`config.mk`:
```
export PLATFORM = sky130hd
export DESIGN_NAME = imem_prefetch
export DESIGN_NICKNAME = d
export VERILOG_FILES = /design/src/rtl/prefetch_pkg.sv /design/src/rtl/sync_fifo.sv /design/src/rtl/imem_prefetch.sv
export SDC_FILE = /design/constraint.sdc
export NUM_CORES = 1
export LEC_CHECK = 0
export ABC_CLOCK_PERIOD_IN_PS = 9400
export CORE_UTILIZATION = 35
export CTS_BUF_LIST = sky130_fd_sc_hd__clkbuf_4 sky130_fd_sc_hd__clkbuf_8 sky130_fd_sc_hd__clkbuf_16
export DETAILED_ROUTE_END_ITERATION = 8
export PLACE_DENSITY = 0.53
export SLEW_MARGIN = 40
export SYNTH_ARGS = -nofsm -noshare
export SYNTH_HDL_FRONTEND = slang
export SYNTH_HIERARCHICAL = 1
export SYNTH_SLANG_ARGS = --single-unit
```
`constraint.sdc`:
```
create_clock -name clk -period 9.4 [get_ports clk]
set_clock_uncertainty 0.05 [all_clocks]
set_input_delay 0.94 -clock clk [delete_from_list [all_inputs] [get_ports clk]]
set_output_delay 0.94 -clock clk [all_outputs]
set_load 0.02 [all_outputs]
```
`src/rtl/prefetch_pkg.sv`:
```
// prefetch_pkg: shared types and widths for the instruction prefetch queue
package prefetch_pkg;
  localparam int PC_W = 30;
  localparam int INST_W = 32;
  typedef enum logic {RESET, RUN} state_t;
  typedef struct packed {
    logic [PC_W-1:0] pc;
    logic [INST_W-1:0] data;
  } fifo_entry_t;
endpackage

```
`src/rtl/sync_fifo.sv`:
```
// sync_fifo: single-clock fifo with clear, occupancy count and head output
module sync_fifo #(
  parameter int W = 8,
  parameter int DEPTH = 4,
  parameter logic [W-1:0] RST_VAL = '0
) (
  input  logic clk,
  input  logic resetb,
  input  logic push,
  input  logic pop,
  input  logic clr,
  input  logic [W-1:0] din,
  output logic [$clog2(DEPTH):0] count,
  output logic [W-1:0] dout
);
  localparam int AW = $clog2(DEPTH);
  logic [W-1:0] mem [DEPTH];
  logic [AW-1:0] wptr, rptr;
  assign dout = mem[rptr];
  always_ff @(posedge clk or posedge resetb)
    if (resetb) begin
      for (int i = 0; i < DEPTH; i++) mem[i] <= RST_VAL;
      wptr <= '0;
      rptr <= '0;
      count <= '0;
    end else if (clr) begin
      wptr <= '0;
      rptr <= '0;
      count <= '0;
    end else begin
      if (push) mem[wptr] <= din;
      wptr <= wptr + AW'(push);
      rptr <= rptr + AW'(pop);
      count <= count + (AW+1)'(push) - (AW+1)'(pop);
    end
endmodule

```
`src/rtl/imem_prefetch.sv`:
```
// imem_prefetch: sequential instruction prefetch queue with flush and credit-based issue
module imem_prefetch
  import prefetch_pkg::*;
#(
  parameter int DEPTH = 4,
  parameter logic [31:0] RESET_PC = 32'h0000_0000
) (
  input  logic clk,
  input  logic resetb,
  output logic rready,
  output logic [31:1] raddr,
  input  logic rresp,
  input  logic [31:0] rdata,
  input  logic flush,
  input  logic [31:2] flush_pc,
  output logic inst_valid,
  input  logic inst_ready,
  output logic [31:0] inst_data,
  output logic [31:2] inst_pc
);
  localparam int CW = $clog2(DEPTH) + 1;
  state_t state_q, state_d;
  logic [PC_W-1:0] fetch_pc, resp_pc;
  logic inflight, discard, run, issue, push, pop, clr;
  logic [CW-1:0] count;
  logic [CW:0] used;
  fifo_entry_t head, din;
  assign used = {1'b0, count} + (CW+1)'(inflight);
  assign din = {resp_pc, rdata};
  assign raddr = {fetch_pc, 1'b0};
  assign rready = issue;
  assign inst_valid = count != '0;
  assign inst_pc = head.pc;
  assign inst_data = head.data;
  always_comb begin
    state_d = RUN;
    run = state_q == RUN;
    clr = run & flush;
    issue = run & !flush & (used < (CW+1)'(DEPTH));
    push = run & !flush & rresp & inflight & !discard;
    pop = run & !flush & inst_valid & inst_ready;
  end
  always_ff @(posedge clk or posedge resetb)
    if (resetb) begin
      state_q <= RESET;
      fetch_pc <= RESET_PC[31:2];
      resp_pc <= RESET_PC[31:2];
      inflight <= 1'b0;
      discard <= 1'b0;
    end else begin
      state_q <= state_d;
      inflight <= issue;
      if (issue) resp_pc <= fetch_pc;
      fetch_pc <= clr ? flush_pc : issue ? fetch_pc + 1'b1 : fetch_pc;
      discard <= clr ? inflight & !rresp : rresp ? 1'b0 : discard;
    end
  sync_fifo #(
    .W($bits(fifo_entry_t)),
    .DEPTH(DEPTH),
    .RST_VAL({RESET_PC[31:2], {INST_W{1'b0}}})
  ) u_fifo (
    .clk(clk),
    .resetb(resetb),
    .push(push),
    .pop(pop),
    .clr(clr),
    .din(din),
    .count(count),
    .dout(head)
  );
  assert property (@(posedge clk) disable iff (resetb) (rresp && state_q == RUN) |-> inflight)
    else $error("imem_prefetch: response without an outstanding request");
endmodule

```
==> results of run 1 <==
power breakdown:
part	total [W]	switching, W	internal (W)
Clock	0.00150	0.000568	0.000934
Combinational	0.00120	0.000559	0.000643
Sequential	0.00182	0.000237	0.00158
cell type report:
type | count | share of cell area, %
Antenna cell | 1 | 0.0142
Clock buffer | 49 | 6.05
Clock inverter | 16 | 1.23
Inverter | 10 | 0.263
Multi-Input combinational cell | 589 | 33.4
Sequential cell | 318 | 45.3
Tap cell | 525 | 3.73
Timing Repair Buffer | 174 | 10.0
through the flow:
stage          total power [W]  hold WS, ps  setup WS, ps  instances
6_report               0.00452          449          5160       1682
4_1_cts                0.00460          452          5040       1681
3_3_place_gp           0.00305          432          5270       1614
5_1_grt                0.00477          454          4970       1681
3_5_place_dp           0.00306          439          5310       1616
2_1_floorplan          0.00250          424          1400        974
state kept, by name, summed over array words and instances (netlist names):
name	count
inflight	1
u_fifo/wptr	2
u_fifo/rptr	2
fetch_pc	30
u_fifo/mem	248
resp_pc	30
u_fifo/count	3
run	1
discard	1
cells in the mapped netlist, drive strengths merged, types with 2 or more instances:
library cell and count:
a211oi 8, a21o 3, a21oi 8, a22oi 2
a311oi 5, a31oi 2, and2b 3, and3 12
and4b 2, and4bb 2, buf 50, clkbuf 7
conb 2, dfrtp 318, ha 5, inv 10
mux2 248, mux2i 2, mux4 62, nand2 110
nand3 14, nand4 13, nand4b 3, nor2 29
nor3 5, nor4 4, o211ai 4, o21a 2
o21ai 12, or3 3, or4 4, xnor2 2
xor2 6
worst max path at each step:
stage,startpoint,endpoint,depth (start not counted)
final,u_fifo/rptr[1]$_DFF_PP0_,inst_data[28],3
after global routing,u_fifo/rptr[1]$_DFF_PP0_,inst_data[28],3
after CTS,u_fifo/rptr[1]$_DFF_PP0_,inst_data[28],3
after detailed placement,flush,u_fifo/mem[27]$_DFFE_PP0P_,7
after global placement,flush,u_fifo/mem[233]$_DFFE_PP0P_,6
after floorplan,resetb,u_fifo/count[0]$_DFF_PP0_,1
critical path: cells and delay by family (launching register included):
| kind | cells | cell delay, ps |
|---|---|---|
| muxes | 1 | 580 |
| buffers and inverters | 2 | 1240 |
| DFF | 1 | 880 |
metal layers:
layer  part of all wire, %  track usage, %  routed length, um  vias to the layer above
met5                     0               0                  0                        -
met4                   1.6            4.05                538                        0
met3                   5.2            3.87               1790                       43
met2                    45            26.0              15400                      204
met1                    48            25.3              16700                     4491
li1                      -               -                  -                     3886
cells in the final DEF, fill, tap and decap left out, types with 7 or more instances in the layout:
cell	count
a211oi_1	8
nor2_1	29
nand3_1	13
nand4_1	11
mux2_4	20
dfrtp_1	316
clkdlybuf4s50_1	160
clkinv_2	11
clkbuf_16	38
mux4_2	62
mux2_2	228
a21oi_1	8
o21ai_1	7
nand2_1	110
buf_4	8
and3_1	12
logic make-up (layout without fill, tap and decap cells):
group | after synthesis | in the layout | share of synthesized area, %
DFF | 318 | 318 | 56.1
muxes | 312 | 312 | 30.2
and+or+nand+nor | 210 | 210 | 7.61
buffers and inverters | 67 | 249 | 2.50
AOI/OAI and AO/OA | 50 | 50 | 2.34
xor gates and xnor gates | 9 | 9 | 0.653
adders and majority gates | 6 | 6 | 0.582
other | 2 | 3 | 0.0529
==> results.md, run 1 <==
- Final slew viol count: 0
- Syn Std Cell Area: between 10000 and 15000 um^2
- Final Util: approximately 44%
- Placed wire-length estimate: just over 20000 um
- Maximum clock insertion buffer count: 3
- Syn Area/Cell: around 15 um^2
- Layout cells sized above 1: 35.1%
- Power Density: approximately 260 nW/um^2
- Min cycle time layout: between 4000 and 5000 ps
- Initial DRC Count: between 400 and 500
- Crit-path max FO: 36
- Fin nets: around 1200
- Post-DP Area: between 15000 and 20000 um^2
- Setup TNS: 0 ps
- Startpoint Class: flip-flop
- CP Cell Sequence: buf_4 > mux4_2 > clkdlybuf4s50_1
- Leakage: ~8.1 nW
- Ys async rst share: 100%
- CP endpoint kind: output port
- Drt pass-1 iters: 8
- Footprint of the multi-input gates: a little under 6000 um^2
- Outcome: finished clean
- Post-cts resize count: 0
- Reg clk slew, reported paths: 60 ps
- R2R Path Start: run$_DFF_PP0_
- Clock Tree Root: clkbuf_16
- RSZ-0062 raised after global routing: no
- Port bufs: 160
- H-tree levels: 2
- IO Pins: roughly 160
- Leading area contributor after synthesis: dfrtp_1
- VDD IR max: about 0.095 mV
- Number of synthesized flops with an enable pin: 0
- Fin. Hold Viols: 0
- Crit Reg-Reg Endpoint: u_fifo/mem[193]$_DFFE_PP0P_
- Initial antenna violation count: 1
- Placer Congestion: around 0.80
- Synth warnings: 6
- Die area: 41400 um^2
- Critical Path Max Stage Delay: around 900 ps
- Postcts setup bufs: 0
- Clk_lat worst skew: about 530 ps
- Hold Crit Start: u_fifo/mem[127]$_DFFE_PP0P_
- GRT Util Overall: between 10% and 20%
- Max-cap viol count: 0
- Post-route cell area: about 18000 um^2
- Worst-margin pin slew: around 800 ps
- Fmax: approximately 240 MHz
- Netlist cell types: between 50 and 60
- TritonCTS buffer count: 36
- DIE HEIGHT: roughly 200 um
- DR WL/cell: ~20 um
- Reg2Reg Setup Slack: 6190 ps
- Post-synthesis net count: 1047
- Clk sink count: around 320
- WHS Endpoint: u_fifo/mem[127]$_DFFE_PP0P_
- Worst path required time: roughly 8400 ps
- Gr ovfl total: 0
- Sequential Area: 7970 um^2
- Final setup vio count: 0
- Sequential fraction of the synthesis area: a little under three fifths
- CTS tree: yes
- Vias/cell: 5.13
- Main synth FF type: dfrtp_1
- Max stage delay cell, worst path: dfrtp_4
- Area delta synth->final: 24.0%
- Seq cells post-synth: 318
- Starting density of the core: 35.6%
- Hold Buf Count CTS: 0
- Hold WC Path Type: flip-flop to flip-flop
- DRT antenna net count: 0
- WP data arrival: between 3000 and 4000 ps
- Cells after synthesis: 974
- DR vias: 8624
- Pin count of the biggest net entering global routing: 90
- First-pass GRT wire length: between 50000 and 60000 um
- Vias in the first global route: ~9300
- DRC errors left: 0
- Core Area: approximately 40000 um^2
- Tcrit/Tclk final: between 40% and 50%
- Fill count: approximately 3700
- Worst Reg2Reg Path Length in Cells: 5
- Hold path depth: 1
- Site row count: 73
- Synth top area cells: dfrtp_1, mux2_2, mux4_2, nand2_1, mux2_4
- Critical path class: flip-flop to output port
- Die W: between 200 and 250 um
- Rel. slew slack: 47.2%
- Total wire length: between 30000 and 40000 um
- Yosys top cell area share: a little under three fifths
(Power assumes the default switching activity.)
==> run 2: changes to the inputs <==
Settings changed: ABC_CLOCK_PERIOD_IN_PS 9400 to 3770, PLACE_DENSITY 0.53 to 0.55.
Clock period 9.4 ns to 3.77 ns, I/O delays scaled along.
==> run 2 against run 1 <==
Global-route usage decreased by 0.32 points. Sequential cell count unchanged. Clock power increased by 140%. Critical path depth unchanged. First-iteration DRC count decreased by 28%. Largest cell class unchanged.
==> results.md, run 2 (synthesis results as in run 1) <==
- First-pass GRT wire length: 54700 um (-1.2%)
- Power Density: 633 nW/um^2 (+150%)
- Hold Buf Count CTS: 0 (unchanged)
- Fin nets: 1212 (+0.83%)
- Drt pass-1 iters: 4 (-4)
- Outcome: finished clean
- DR WL/cell: 20.1 um (-1.7%)
- Family with the most delay on the worst path: buffers and inverters
- CP Cell Sequence: buf_12 > mux4_2 > clkdlybuf4s50_1
- Fmax: 316 MHz
- Postcts setup bufs: 0 (unchanged)
- Die W: 203 um (unchanged)
- Tcrit/Tclk final: 84.0%
- GRT Util Overall: 16.9% (-0.32 points)
- Total wire length: 33900 um (-1.5%)
- Pin count of the biggest net entering global routing: 116 (+29%)
- CTS tree: yes
- Max stage delay cell, worst path: dfrtp_4
- Core Area: 39800 um^2 (unchanged)
- Crit Reg-Reg Endpoint: u_fifo/count[2]$_DFF_PP0_
- Worst Slack Setup Final: 602 ps (-4560 ps)
- Crit-path max FO: 29 (-19%)
- Final Util: 44.3% (+0.14 points)
- Leakage: 8.10 nW (+0.32%)
- Post-DP Area: 16400 um^2 (+0.56%)
- WP depth: 3 (unchanged)
- IO Pins: 162 (unchanged)
- DR vias: 8626 (+0.023%)
- Worst path required time: 3340 ps (-5070 ps)
- H-tree levels: 2 (unchanged)
- Die area: 41400 um^2 (unchanged)
- Startpoint Class: flip-flop
- Max-cap viol count: 0 (unchanged)
- R2R Path Start: u_fifo/count[1]$_DFF_PP0_
- Layout cells sized above 1: 35.4% (+0.28 points)
- RSZ-0062 raised after global routing: no
- Worst slack at placement: 1010 ps (-4300 ps)
- CP endpoint kind: output port
- Pwr Total: 0.0112 W (+150%)
- Worst-margin pin slew: 788 ps (-3.13 ps)
- Rel. slew slack: 47.4% (+0.21 points)
- TritonCTS buffer count: 37 (+2.8%)
- Initial DRC Count: 351 (-28%)
- Placer Congestion: 0.787 (-1.4%)
- Most frequent cells in the layout: dfrtp_1, mux2_2, clkdlybuf4s50_1
- Fill count: 3681 (+0.60%)
- Clk sink count: 318 (unchanged)
- Placed wire-length estimate: 20900 um (+2.3%)
- Starting density of the core: 35.6% (unchanged)
- Area delta synth->final: 24.4%
- Site row count: 73 (unchanged)
- Reg clk slew, reported paths: 60 ps (about the same)
- Hold WC Path Type: input pin to async pin
- DRT antenna net count: 0 (unchanged)
- Final setup vio count: 0 (unchanged)
- Biggest regs: u_fifo/mem x248, fetch_pc x30, resp_pc x30
- Min cycle time layout: around 3200 ps
- Clk_lat worst skew: 520 ps (about the same)
- Clock Tree Root: clkbuf_16
- Post-route cell area: 17700 um^2 (+0.32%)
- Vias in the first global route: 9352 (+0.67%)
- WP data arrival: 2740 ps (-510 ps)
- Fin. Hold Viols: 0 (unchanged)
- Critical Path Max Stage Delay: 750 ps (-130 ps)
- Max FFs per register: 248 (unchanged)
- Commonest non-fill, non-tap cell in the layout: dfrtp_1
- Diode count: 0 (-1)
- DRC errors left: 0 (unchanged)
- VDD IR max: 0.236 mV (+150%)
- Critical path class: flip-flop to output port
- Hold WS: 190 ps (-259 ps)
- Maximum clock insertion buffer count: 3 (unchanged)
- DIE HEIGHT: 203 um (unchanged)
- Worst Reg2Reg Path Length in Cells: 9 (+4)
- Port bufs: 160 (unchanged)
- Initial antenna violation count: 0 (-1)
- Top reg by flops: u_fifo/mem
- Gr ovfl total: 0 (unchanged)
- Final slew viol count: 0 (unchanged)
- Vias/cell: 5.12 (-0.21%)
- Post-cts resize count: 0 (unchanged)
- Reg2Reg Setup Slack: 1300 ps (-4890 ps)
- WP buf/inv: 2 (unchanged)
## run 2: changes by cell type in the layout (fill, tap and decap cells not counted), sizes merged
cell,delta
inv,+1
buf,+9
bufinv,-2
diode,-1
clkinvlp,+1
clkbuf,+1
clkinv,-5
## run 2: area by class of cell
type	instances	area (um^2)	share of cell area [%]
inverters	10	41.3	0.234
flip-flops and latches	318	7970	45.1
clock inverters	11	134	0.758
repair buffers	183	1880	10.6
well taps	525	657	3.72
multi-input cells	589	5890	33.3
clock buffers	50	1100	6.21
## run 2: worst register-to-register path, delay by kind of cell, from the launching register on
| kind | cells | cell delay (ps) |
|---|---|---|
| buffers and inverters | 2 | 100 |
| xor gates and xnor gates | 1 | 200 |
| adders and majority gates | 3 | 800 |
| DFF | 1 | 440 |
| and+or+nand+nor | 3 | 750 |
## run 2: metal layers
layer / global-route usage (%) / routed length (um)
met1: 24.8 / 16400
met2: 25.6 / 15200
met3: 3.44 / 1630
met4: 4.35 / 636
met5: 0 / 0
## run 2: worst max-delay path by stage
stage | start | endpoint | slack [ps]
floorplan | resetb | u_fifo/count[0]$_DFF_PP0_ | -10
finish | u_fifo/rptr[1]$_DFF_PP0_ | inst_data[15] | 600
CTS | u_fifo/rptr[0]$_DFF_PP0_ | inst_data[2] | 510
detailed placement | flush | u_fifo/mem[195]$_DFFE_PP0P_ | 1010
global placement | flush | u_fifo/mem[192]$_DFFE_PP0P_ | 1050
global route | u_fifo/rptr[1]$_DFF_PP0_ | inst_data[14] | 500
## run 2: power by group
part           internal [W]  switching [W]
sequential          0.00395       0.000571
clock               0.00223        0.00139
combinational       0.00162        0.00140
total               0.00781        0.00336
## run 2: through the flow
step                cells  TNS [ps]
floorplan             974     -3730
global placement     1624         0
detailed placement   1624         0
CTS                  1685         0
global route         1686         0
finish               1686         0
==> run 3: changes to the inputs <==
Settings changed: ABC_CLOCK_PERIOD_IN_PS 3770 to 2630.
Clock period 3.77 ns to 2.63 ns, I/O delays scaled along.
==> run 3 against run 2 <==
Via count grew 1.5%. Register-to-register slack worse by 1100 ps. Highest routed layer unchanged. Worst hold slack lost 43 ps. Setup slack worse by 520 ps. Routed wire length rose by 1.2%. Core utilization up 0.74 points. Total power rose by 42%. Count of clock-buffer cells in the layout shrank 3. Largest power group unchanged.
==> results.md, run 3 (synthesis results as in run 1) <==
- Critical Path Max Stage Delay: 600 ps (-150 ps)
- Critical path class: flip-flop to output port
- First-pass GRT wire length: 55500 um (+1.5%)
- Comb pwr share: 26.9% (-0.2 points)
- Max FFs per register: 248 (unchanged)
- TritonCTS buffer count: 36 (-2.7%)
- R2R Path Start: u_fifo/count[1]$_DFF_PP0_
- CP endpoint kind: output port
- Commonest non-fill, non-tap cell in the layout: dfrtp_1
- Reg clk slew, reported paths: 60 ps (about the same)
- Placed insts: 1646 (+1.4%)
- Die area: 41400 um^2 (unchanged)
- Hold WC Path Type: input pin to async pin
- Finished Layout Cells: 1716 (+1.8%)
- CP Launch Point: u_fifo/rptr[1]$_DFF_PP0_
- Min cycle time layout: 2550 ps
- RSZ-0062 raised after global routing: no
- Gr ovfl total: 0 (unchanged)
- Hold Buf Count CTS: 0 (unchanged)
- Post-DP Area: 16700 um^2 (+1.9%)
- Reg power frac: 40.2% (-0.3 points)
- Tcrit/Tclk final: a little over nine tenths
- CP Cell Sequence: buf_4 > mux4_2 > clkdlybuf4s50_1
- DIE HEIGHT: 203 um (unchanged)
- Rel. slew slack: 52.3% (+4.8 points)
- Max-cap viol count: 0 (unchanged)
- Internal Dissipation: 0.0110 W (+41%)
- Switch share: 30.7% (+0.59 points)
- Worst-margin pin slew: 716 ps (-72.1 ps)
- Crit-path max FO: 6 (-79%)
- Leakage: 8.49 nW (+4.8%)
- Placed wire-length estimate: 22000 um (+5.3%)
- Top reg by flops: u_fifo/mem
- IO Pins: 162 (unchanged)
- Max stage delay cell, worst path: clkdlybuf4s50_1
- Pin count of the biggest net entering global routing: 73 (-37%)
- Clk sink count: 318 (unchanged)
- Fin nets: 1236 (+2.0%)
- CTS tree: yes
- Layout cells sized above 1: 37.1% (+1.7 points)
- Initial antenna violation count: 1 (+1)
- Placer Congestion: 0.791 (+0.42%)
- Fill count: 3656 (-0.68%)
- Fin. Hold Viols: 0 (unchanged)
- Core Area: 39800 um^2 (unchanged)
- GRT Util Overall: 17.2% (+0.29 points)
- Die W: 203 um (unchanged)
- WP data arrival: 2240 ps (-500 ps)
- Sw Pwr: 0.00487 W (+45%)
- Outcome: finished clean
- Site row count: 73 (unchanged)
- Clock Tree Root: clkbuf_16
- Vias in the first global route: 9465 (+1.2%)
- H-tree levels: 2 (unchanged)
- Worst path required time: 2320 ps (-1020 ps)
- Maximum clock insertion buffer count: 3 (unchanged)
- Vias/cell: 5.10 (-0.29%)
- Biggest regs: u_fifo/mem x248, fetch_pc x30, resp_pc x30
- Starting density of the core: 35.6% (unchanged)
- Total wire length: 34300 um (+1.2%)
- Pwr Total: 0.0159 W (+42%)
- Port bufs: 160 (unchanged)
- Clk_lat worst skew: 510 ps (about the same)
- Power Density: 883 nW/um^2 (+40%)
- Hold WS: 147 ps (-43.3 ps)
- Post-route cell area: 18000 um^2 (+1.7%)
- Initial DRC Count: 395 (+13%)
- Area delta synth->final: 26.5%
- VDD IR max: 0.425 mV (+80%)
- DRT antenna net count: 0 (unchanged)
- DRC errors left: 0 (unchanged)
- Drt pass-1 iters: 5 (+1)
- Final slew viol count: 0 (unchanged)
- Final Util: 45.1% (+0.74 points)
- DR vias: 8754 (+1.5%)
- Clock Power Share: 32.9% (+0.5 points)
- Reg2Reg Setup Slack: 240 ps (-1060 ps)
- Final setup vio count: 0 (unchanged)
- Startpoint Class: flip-flop
- DR WL/cell: 20.0 um (-0.53%)
- Most frequent cells in the layout: dfrtp_1, mux2_2, nand2_1
- Fmax: slightly below 400 MHz
-- run 3: cell types whose count changed in the layout (fill, tap and decap cells not counted), sizes merged --
cell	delta
dlygate4sd2	+54
inv	+1
clkbuf	-3
diode	+1
bufinv	+1
clkinvlp	+5
buf	+25
dlymetal6s2s	+3
clkdlybuf4s50	-57
-- run 3: worst paths after layout --
kind / depth (start not counted) / end
setup / recovery: 3 / inst_pc[2]
hold / removal: 2 / u_fifo/mem[223]$_DFFE_PP0P_
setup reg to reg: 9 / u_fifo/count[2]$_DFF_PP0_
hold reg to reg: 1 / u_fifo/mem[44]$_DFFE_PP0P_
max in group asynchronous: 4 / u_fifo/mem[14]$_DFFE_PP0P_
min in group clk: 3 / fetch_pc[15]$_DFFE_PP0P_
-- run 3: layout make-up --
type | instances | area (um^2) | area share (%)
inverter | 10 | 41.3 | 0.230
multi-input combinational | 589 | 5890 | 32.8
antenna | 1 | 2.50 | 0.0139
clock inverter | 18 | 210 | 1.17
sequential | 318 | 7970 | 44.4
clock buffer | 47 | 1040 | 5.78
timing repair buffer | 208 | 2150 | 12.0
tap | 525 | 657 | 3.66
-- run 3: stage by stage --
| step | TNS [ps] | setup WS [ps] |
|---|---|---|
| after floorplan | -265360 | -1040 |
| after global placement | 0 | 161 |
| after detailed placement | 0 | 114 |
| after CTS | 0 | 33.0 |
| after global routing | 0 | 4.20 |
| final | 0 | 78.8 |
-- run 3: worst max-delay path, delay by kind of cell, from the launching register on --
kind	cells	cell delay [ps]
DFF	1	480
buffers and inverters	2	750
muxes	1	480
-- run 3: what timing repair did --
action | CTS | global route
cloned | 0 | 0
pin swaps | 0 | 0
setup buffers | 4 | 0
setup endpoints to repair | 57 | 4
gates resized for setup | 55 | 4
endpoints found under the hold margin | 0 | 0
-- run 3: power by group through the flow --
stage               Clock (W)  Sequential, W  Combinational (W)
global route          0.00558        0.00651            0.00460
floorplan                   0        0.00630            0.00264
CTS                   0.00536        0.00638            0.00436
detailed placement          0        0.00646            0.00461
finish                0.00521        0.00638            0.00427
global placement            0        0.00646            0.00456
-- run 3: layer usage --
layer | wire (um) | global-route usage, %
met5 | 0 | 0
met3 | 1530 | 3.08
met4 | 680 | 4.65
met1 | 16700 | 24.9
met2 | 15300 | 26.6
